## config.mk

```make
export PLATFORM = sky130hd
export DESIGN_NAME = branch_resolve_queue
export DESIGN_NICKNAME = d
export VERILOG_FILES = /design/src/rtl/brq_pkg.sv /design/src/rtl/brq_lane_check.sv /design/src/rtl/branch_resolve_queue.sv
export SDC_FILE = /design/constraint.sdc
export NUM_CORES = 1
export LEC_CHECK = 0
export ABC_AREA = 1
export ABC_CLOCK_PERIOD_IN_PS = 10000
export BUFFER_PORTS_ARGS = -buffer_cell sky130_fd_sc_hd__buf_2
export CAP_MARGIN = 20
export CORE_MARGIN = 2
export CORE_UTILIZATION = 50
export CTS_BUF_LIST = sky130_fd_sc_hd__clkbuf_8
export CTS_CLUSTER_DIAMETER = 80
export CTS_CLUSTER_SIZE = 20
export DETAILED_ROUTE_END_ITERATION = 16
export GPL_TIMING_DRIVEN = 0
export PLACE_DENSITY = 0.71
export SLEW_MARGIN = 20
export SYNTH_ARGS = -nofsm -noshare
export SYNTH_HDL_FRONTEND = slang
export SYNTH_HIERARCHICAL = 1
export SYNTH_SLANG_ARGS = --single-unit
```

## constraint.sdc

```tcl
create_clock -name clk -period 10 [get_ports clk]
set_input_delay 1.5 -clock clk [delete_from_list [all_inputs] [get_ports clk]]
set_output_delay 1.5 -clock clk [all_outputs]
set_load 0.005 [all_outputs]
```

## src/rtl/brq_pkg.sv

```systemverilog
// Shared types and the per-lane mispredict check for the branch resolve queue.
package brq_pkg;

    localparam int BRQ_PC_W  = 11;
    localparam int BRQ_DEPTH = 8;

    typedef struct packed {
        logic [BRQ_PC_W-1:0] pc;
        logic                pred;
        logic [BRQ_PC_W-1:0] tgt;
    } brq_entry_t;

    typedef struct packed {
        logic                miss;
        logic [BRQ_PC_W-1:0] correct_pc;
    } brq_check_t;

    // The branch PC is needed for the fall-through address of a not-taken branch.
    function automatic brq_check_t mispredict_check(
        input logic [BRQ_PC_W-1:0] pc,
        input logic                pred,
        input logic [BRQ_PC_W-1:0] tgt_pred,
        input logic                taken,
        input logic [BRQ_PC_W-1:0] tgt_act
    );
        brq_check_t r;
        r.miss       = (pred != taken) || (pred && taken && (tgt_pred != tgt_act));
        r.correct_pc = taken ? tgt_act : pc + 1'b1;
        return r;
    endfunction

endpackage

```

## src/rtl/brq_lane_check.sv

```systemverilog
// Combinational outcome check for one resolve lane against its queue entry.
module brq_lane_check
    import brq_pkg::*;
(
    input  brq_entry_t          entry,
    input  logic                taken,
    input  logic [BRQ_PC_W-1:0] tgt,
    output logic                miss,
    output logic [BRQ_PC_W-1:0] correct_pc
);

    brq_check_t result;

    assign result     = mispredict_check(entry.pc, entry.pred, entry.tgt, taken, tgt);
    assign miss       = result.miss;
    assign correct_pc = result.correct_pc;

endmodule

```

## src/rtl/branch_resolve_queue.sv

```systemverilog
// In-order predicted-branch queue from fetch to execute with BHT update and redirect.
// Optional build macro BRQ_STATS_EN adds saturating stat_resolved / stat_mispred counters.
module branch_resolve_queue
    import brq_pkg::*;
#(
    parameter int DEPTH = BRQ_DEPTH,
    parameter int PC_W  = BRQ_PC_W
)
(
    input  logic                      clk,
    input  logic                      reset,
    input  logic                      enq_valid1,
    input  logic                      enq_valid2,
    input  logic [PC_W-1:0]           enq_pc1,
    input  logic [PC_W-1:0]           enq_pc2,
    input  logic                      enq_pred1,
    input  logic                      enq_pred2,
    input  logic [PC_W-1:0]           enq_tgt1,
    input  logic [PC_W-1:0]           enq_tgt2,
    output logic                      enq_ready,
    input  logic                      res_valid1,
    input  logic                      res_valid2,
    input  logic                      res_taken1,
    input  logic                      res_taken2,
    input  logic [PC_W-1:0]           res_tgt1,
    input  logic [PC_W-1:0]           res_tgt2,
    output logic                      upd_branch1,
    output logic                      upd_branch2,
    output logic                      upd_taken1,
    output logic                      upd_taken2,
    output logic [PC_W-1:0]           upd_pc1,
    output logic [PC_W-1:0]           upd_pc2,
    output logic                      mispredict,
    output logic [PC_W-1:0]           redirect_pc,
    output logic [$clog2(DEPTH):0]    count,
`ifdef BRQ_STATS_EN
    output logic [31:0]               stat_resolved,
    output logic [31:0]               stat_mispred,
`endif
    output logic                      err_underflow
);

    localparam int AW = $clog2(DEPTH);
    localparam logic [AW:0] READY_MAX = (AW+1)'(DEPTH - 2);

    brq_entry_t     mem [DEPTH];
    // Pointers carry one extra bit so full and empty are distinguishable.
    logic [AW:0]    head;
    logic [AW:0]    tail;
    logic [AW-1:0]  head_idx;
    logic [AW-1:0]  head_idx1;
    logic [AW-1:0]  tail_idx;
    logic [AW-1:0]  tail_idx1;

    brq_entry_t     ent1;
    brq_entry_t     ent2;
    brq_entry_t     in1;
    brq_entry_t     in2;

    logic           chk_miss1;
    logic           chk_miss2;
    logic [PC_W-1:0] cpc1;
    logic [PC_W-1:0] cpc2;

    logic           avail1;
    logic           avail2;
    logic           req1;
    logic           req2;
    logic           upd1;
    logic           upd2;
    logic           miss1;
    logic           miss2;
    logic           flush;
    logic           under;
    logic           do_enq;
    logic [AW:0]    n_enq;
    logic [AW:0]    n_pop;

    assign count     = tail - head;
    assign enq_ready = (count <= READY_MAX);

    assign head_idx  = head[AW-1:0];
    assign head_idx1 = head[AW-1:0] + AW'(1);
    assign tail_idx  = tail[AW-1:0];
    assign tail_idx1 = tail[AW-1:0] + AW'(1);

    assign ent1 = mem[head_idx];
    assign ent2 = mem[head_idx1];
    assign in1  = '{pc: enq_pc1, pred: enq_pred1, tgt: enq_tgt1};
    assign in2  = '{pc: enq_pc2, pred: enq_pred2, tgt: enq_tgt2};

    brq_lane_check u_check1 (
        .entry      (ent1),
        .taken      (res_taken1),
        .tgt        (res_tgt1),
        .miss       (chk_miss1),
        .correct_pc (cpc1)
    );

    brq_lane_check u_check2 (
        .entry      (ent2),
        .taken      (res_taken2),
        .tgt        (res_tgt2),
        .miss       (chk_miss2),
        .correct_pc (cpc2)
    );

    // Lane 2 only counts alongside lane 1; a lane without an entry is dropped and flagged.
    always_comb begin
        avail1 = (count != '0);
        avail2 = (count >= (AW+1)'(2));
        req1   = res_valid1;
        req2   = res_valid1 & res_valid2;
        upd1   = req1 & avail1;
        miss1  = upd1 & chk_miss1;
        upd2   = req2 & avail2 & ~miss1;
        miss2  = upd2 & chk_miss2;
        flush  = miss1 | miss2;
        under  = (req1 & ~avail1) | (req2 & ~avail2);
        do_enq = enq_ready & ~flush & (enq_valid1 | enq_valid2);
        n_enq  = (AW+1)'(enq_valid1) + (AW+1)'(enq_valid2);
        n_pop  = (AW+1)'(upd1) + (AW+1)'(upd2);
    end

    // Lane 2 lands at tail when lane 1 is empty, keeping entries compact.
    always_ff @(posedge clk) begin
        if (do_enq) begin
            if (enq_valid1) mem[tail_idx] <= in1;
            if (enq_valid2) mem[enq_valid1 ? tail_idx1 : tail_idx] <= in2;
        end
    end

    always_ff @(posedge clk or negedge reset) begin
        if (!reset) begin
            head          <= '0;
            tail          <= '0;
            upd_branch1   <= 1'b0;
            upd_branch2   <= 1'b0;
            upd_taken1    <= 1'b0;
            upd_taken2    <= 1'b0;
            upd_pc1       <= '0;
            upd_pc2       <= '0;
            mispredict    <= 1'b0;
            redirect_pc   <= '0;
            err_underflow <= 1'b0;
        end else begin
            if (flush) begin
                head <= tail;
            end else begin
                head <= head + n_pop;
                if (do_enq) tail <= tail + n_enq;
            end
            upd_branch1   <= upd1;
            upd_branch2   <= upd2;
            upd_taken1    <= upd1 & res_taken1;
            upd_taken2    <= upd2 & res_taken2;
            upd_pc1       <= upd1 ? ent1.pc : '0;
            upd_pc2       <= upd2 ? ent2.pc : '0;
            mispredict    <= flush;
            redirect_pc   <= miss1 ? cpc1 : (miss2 ? cpc2 : '0);
            err_underflow <= err_underflow | under;
        end
    end

`ifdef BRQ_STATS_EN
    logic [32:0] res_sum;

    assign res_sum = {1'b0, stat_resolved} + 33'(upd1) + 33'(upd2);

    always_ff @(posedge clk or negedge reset) begin
        if (!reset) begin
            stat_resolved <= '0;
            stat_mispred  <= '0;
        end else begin
            stat_resolved <= res_sum[32] ? '1 : res_sum[31:0];
            if (flush && (stat_mispred != '1)) stat_mispred <= stat_mispred + 32'd1;
        end
    end
`endif

endmodule

```

==> results.sh <==
export IMPL_num_nets_final=2280
export IMPL_place_congestion=0.990
export IMPL_cts_root_buffer_cell="sky130_fd_sc_hd__clkbuf_8"
export IMPL_die_w_um=180
export IMPL_slew_limit_headroom_pct=44.1
export IMPL_post_cts_repair_timing_setup_buffer_count=0
export IMPL_row_count=64
export IMPL_clock_tree_from_tritoncts="yes"
export IMPL_detail_route_wl_per_cell_um=23.6
export IMPL_cts_buffers_inserted=19
export IMPL_ff2ff_setup_slack_ns=4.59
export IMPL_buffer_ports_inserted=73
export IMPL_power_frac_seq_pct=23.5
export IMPL_routed_via_count=15600
export IMPL_synthesis_area_mm2=0.0154
export IMPL_internal_power_mw=2.62
export IMPL_worst_path_max_fanout=14
export IMPL_power_per_cell_area_mw_per_mm2=347
export IMPL_synth_top_cells_by_area="sky130_fd_sc_hd__edfxtp_1 (36%), sky130_fd_sc_hd__nand2_1 (17%), sky130_fd_sc_hd__dfrtp_1 (7.6%)"
export IMPL_setup_repair_after_global_routing_missed_its_margin="false"
export IMPL_grt_pass1_wl_um=91200
export IMPL_postSynthCellCount=2087
export IMPL_max_vdd_ir_drop_mv=0.216
export IMPL_place_inst=2564
export IMPL_ctsResizeCount=0
export IMPL_design_die_area_mm2=0.0323
export IMPL_num_io_pins=120
export IMPL_tns_ns=0
export IMPL_synth_largest_type_area_fraction_pct=35.8
export IMPL_detail_route_vias_per_cell=6.01
export IMPL_postSynthNetCount=2178
export IMPL_drv_slew=0
export IMPL_cts_clk_slew_worst_paths_ns=0.12
export IMPL_final_min_period_over_clock_period_pct=54.1
export IMPL_clock_latency_on_the_worst_skew_pair_ns=0.60
export IMPL_layoutNonFillerInstCount=2598
export IMPL_maximum_number_of_pins_on_one_net_before_global_route_repair=48
export IMPL_maximum_capacitance_violations=0
export IMPL_critical_path_start_end_classification="flop to flop"
export IMPL_grt_pass1_vias=14400
export IMPL_finalHoldViolCount=0
export IMPL_critical_path_startpoint_type="flop"
export IMPL_critPathCaptureType="flop"
export IMPL_timing_final_setup_violations=0
export IMPL_layout_drive_gt1_share_pct=9.63
export IMPL_worstHoldEndpoint="err_underflow"
export IMPL_layout_area_overhead_vs_synth_pct=10.2
export IMPL_initial_antenna_violation_count=3
export IMPL_clock_power_share_pct=9.9
export IMPL_status="complete, no violations"
export IMPL_number_of_drc_markers_after_the_initial_detailed_route_iteration=2645
export IMPL_firstDrtPassIters=6
export IMPL_global_route_usage_total_pct=37.4
export IMPL_ys_types=34
export IMPL_fmax_mhz=185
export IMPL_timing_worst_slew_pin_value_ns=0.838
export IMPL_cts_sinks=231
export IMPL_sequential_cell_area_mm2=0.00670
export IMPL_ys_warn_count=6
export IMPL_multiInputGateArea_mm2=0.00719
export IMPL_synth_seq_cells=231
export IMPL_async_flop_share_pct=20.3
export IMPL_detailed_placement_wirelength_estimate_um=48600
export IMPL_final_antenna_net_count=0
export IMPL_timing_hold_worst_class="flop to flop"
export IMPL_p_leak_nw=7.71
export IMPL_floorplan_core_area_mm2=0.0305
export IMPL_clock_path_buffers=3
export IMPL_crit_reg_reg_startpoint="head[0]"
export IMPL_switchingPower_mw=3.27
export IMPL_min_path_cells=1
export IMPL_remaining_drc_errors=0
export IMPL_drt_total_wl_um=61400
export IMPL_number_of_enable_type_register_cells_in_the_synthesized_netlist=184
export IMPL_cp_data_arrival_time_ns=5.70
export IMPL_synth_area_leader_cell="sky130_fd_sc_hd__edfxtp_1"
export IMPL_die_h_um=180
export IMPL_yosysSeqAreaShare_pct=43.5
export IMPL_dominantRegCellSynth="sky130_fd_sc_hd__edfxtp_1"
export IMPL_clock_skew_ns=0.0543
export IMPL_initial_core_util_pct=50.5
export IMPL_nFillCells=2909
export IMPL_grt_overflow_total=0
export IMPL_period_needed_ns=5.41
export IMPL_avg_cell_area_syn_um2=7.39
export IMPL_reg2reg_depth=24
export IMPL_critical_path_rt_ns=10.29
export IMPL_combinationalPowerShare_pct=66.7
export IMPL_n_antenna_cell=0
export IMPL_cts_htree_levels=1
export IMPL_hold_path_startpoint="err_underflow"
export IMPL_cts_hold_buf=0
export IMPL_sw_frac_of_total_pct=55.5
export IMPL_reg2reg_to="mem[1][3]"
[worst max-delay path: stages (launching register included)]
cell	delay, ns
sky130_fd_sc_hd__dfrtp_1	0.44
sky130_fd_sc_hd__ha_1	0.33
sky130_fd_sc_hd__clkbuf_1	0.22
sky130_fd_sc_hd__inv_1	0.17
sky130_fd_sc_hd__clkbuf_1	0.49
sky130_fd_sc_hd__clkbuf_1	0.48
sky130_fd_sc_hd__a21oi_1	0.07
sky130_fd_sc_hd__o21ai_0	0.12
sky130_fd_sc_hd__a31oi_1	0.16
sky130_fd_sc_hd__inv_1	0.10
sky130_fd_sc_hd__nand2_1	0.05
sky130_fd_sc_hd__nand2_1	0.06
sky130_fd_sc_hd__nand2_1	0.05
sky130_fd_sc_hd__nor2_1	0.14
sky130_fd_sc_hd__nand3_1	0.09
sky130_fd_sc_hd__nand2_1	0.06
sky130_fd_sc_hd__nand2_1	0.15
sky130_fd_sc_hd__inv_1	0.14
sky130_fd_sc_hd__o21ai_4	0.15
sky130_fd_sc_hd__nor2_4	0.17
sky130_fd_sc_hd__buf_12	0.18
sky130_fd_sc_hd__buf_8	0.17
sky130_fd_sc_hd__nand2_2	0.26
sky130_fd_sc_hd__o21ai_4	0.57
sky130_fd_sc_hd__buf_16	0.23
[metal layers]
metal	global-route usage, %	part of all wire (%)
met4	7.19	2.2
met1	57.4	43
met5	0	0.067
met2	54.8	42
met3	7.88	13
[registers in the layout, indices dropped and copies added, names as in the netlist]
signal	flops
mem	184
redirect_pc	11
upd_pc1	11
upd_pc2	11
head	4
tail	4
err_underflow	1
mispredict	1
upd_branch1	1
upd_branch2	1
upd_taken1	1
upd_taken2	1
[cell usage after synthesis, types with 3 or more instances]
library cell and instances:
sky130_fd_sc_hd__fa_1 3, sky130_fd_sc_hd__buf_8 10, sky130_fd_sc_hd__dfrtp_1 47, sky130_fd_sc_hd__nand2_1 718, sky130_fd_sc_hd__o21ai_0 174, sky130_fd_sc_hd__nand2_2 4
sky130_fd_sc_hd__o211ai_1 12, sky130_fd_sc_hd__clkbuf_1 96, sky130_fd_sc_hd__nor2_1 117, sky130_fd_sc_hd__ha_1 12, sky130_fd_sc_hd__nor2_4 5, sky130_fd_sc_hd__clkbuf_2 15
sky130_fd_sc_hd__o21bai_1 3, sky130_fd_sc_hd__xor2_1 5, sky130_fd_sc_hd__a21oi_1 110, sky130_fd_sc_hd__buf_1 32, sky130_fd_sc_hd__inv_1 154, sky130_fd_sc_hd__xnor2_1 8
sky130_fd_sc_hd__nand3_1 99, sky130_fd_sc_hd__nand3_4 6, sky130_fd_sc_hd__edfxtp_1 184, sky130_fd_sc_hd__nand3_2 4, sky130_fd_sc_hd__o21ai_1 5, sky130_fd_sc_hd__a31oi_1 24
sky130_fd_sc_hd__buf_2 35, sky130_fd_sc_hd__nand4_1 186, sky130_fd_sc_hd__buf_6 8
[through the flow]
step / instance area (µm²) / power [mW] / worst slack, ns / hold WS [ns] / utilization, %
floorplan: 15400 / 3.87 / 4.98 / 0.468 / -
global placement: 16300 / 5.11 / 2.14 / 0.459 / 53.4
detailed placement: 16600 / 5.19 / 4.74 / 0.456 / 54.4
CTS: 17000 / 5.77 / 4.69 / 0.487 / 55.7
global route: 17000 / 6.25 / 4.39 / 0.523 / 55.7
finish: 17000 / 5.89 / 4.59 / 0.481 / 55.7
[power by group through the flow]
stage / Sequential [mW] / Clock, mW / Combinational, mW
after global placement: 1.40 / 0 / 3.70
after CTS: 1.37 / 0.586 / 3.82
final: 1.38 / 0.583 / 3.93
after detailed placement: 1.39 / 0 / 3.80
after global routing: 1.39 / 0.620 / 4.24
after floorplan: 1.34 / 0 / 2.53
[kinds of logic after synthesis]
group,count (synthesis),share of synthesized area (%)
xor+xnor,14,0.844
flops,231,43.5
compound gates,330,11.2
fa+ha+maj,15,1.36
buf+inv,356,10.5
simple gates,1141,32.6
[worst max-delay path by stage]
stage / from / to / slack, ns / cells after the start
6_report: head[0] / mem[1][3] / 4.59 / 24
5_1_grt: head[0] / mem[1][3] / 4.39 / 24
4_1_cts: head[0] / mem[1][3] / 4.69 / 22
3_5_place_dp: head[0] / mem[1][6] / 4.74 / 22
3_3_place_gp: head[0] / mem[1][6] / 2.14 / 23
2_1_floorplan: head[1] / mem[6][0] / 4.98 / 21
[cell type report]
type / count / share of cell area (%)
Buffer: 200 / 6.04
Clock buffer: 19 / 1.54
Clock inverter: 15 / 0.796
Inverter: 156 / 3.45
Multi-Input combinational cell: 1500 / 42.3
Sequential cell: 231 / 39.5
Tap cell: 396 / 2.92
Timing Repair Buffer: 81 / 3.46
[cell usage in the layout (no fill, tap or decap), types with 3 or more instances in the layout]
cell type,netlist,final
sky130_fd_sc_hd__nand2_1,718,718
sky130_fd_sc_hd__nand4_1,186,186
sky130_fd_sc_hd__edfxtp_1,184,184
sky130_fd_sc_hd__o21ai_0,174,166
sky130_fd_sc_hd__inv_1,154,160
sky130_fd_sc_hd__nor2_1,117,117
sky130_fd_sc_hd__a21oi_1,110,110
sky130_fd_sc_hd__buf_2,35,107
sky130_fd_sc_hd__nand3_1,99,99
sky130_fd_sc_hd__clkbuf_1,96,96
sky130_fd_sc_hd__dfrtp_1,47,47
sky130_fd_sc_hd__buf_1,32,32
sky130_fd_sc_hd__a31oi_1,24,24
sky130_fd_sc_hd__clkbuf_8,0,19
sky130_fd_sc_hd__clkbuf_2,15,15
sky130_fd_sc_hd__o211ai_1,12,12
sky130_fd_sc_hd__ha_1,12,12
sky130_fd_sc_hd__buf_8,10,10
sky130_fd_sc_hd__o21ai_4,1,9
sky130_fd_sc_hd__xnor2_1,8,8
sky130_fd_sc_hd__buf_6,8,8
sky130_fd_sc_hd__buf_16,0,8
sky130_fd_sc_hd__nand3_4,6,6
sky130_fd_sc_hd__xor2_1,5,5
sky130_fd_sc_hd__o21ai_1,5,5
sky130_fd_sc_hd__nor2_4,5,5
sky130_fd_sc_hd__nand2_2,4,4
sky130_fd_sc_hd__nand3_2,4,4
sky130_fd_sc_hd__o21bai_1,3,3
sky130_fd_sc_hd__fa_1,3,3
sky130_fd_sc_hd__buf_4,2,3
Power figures use the tool's default switching activity.
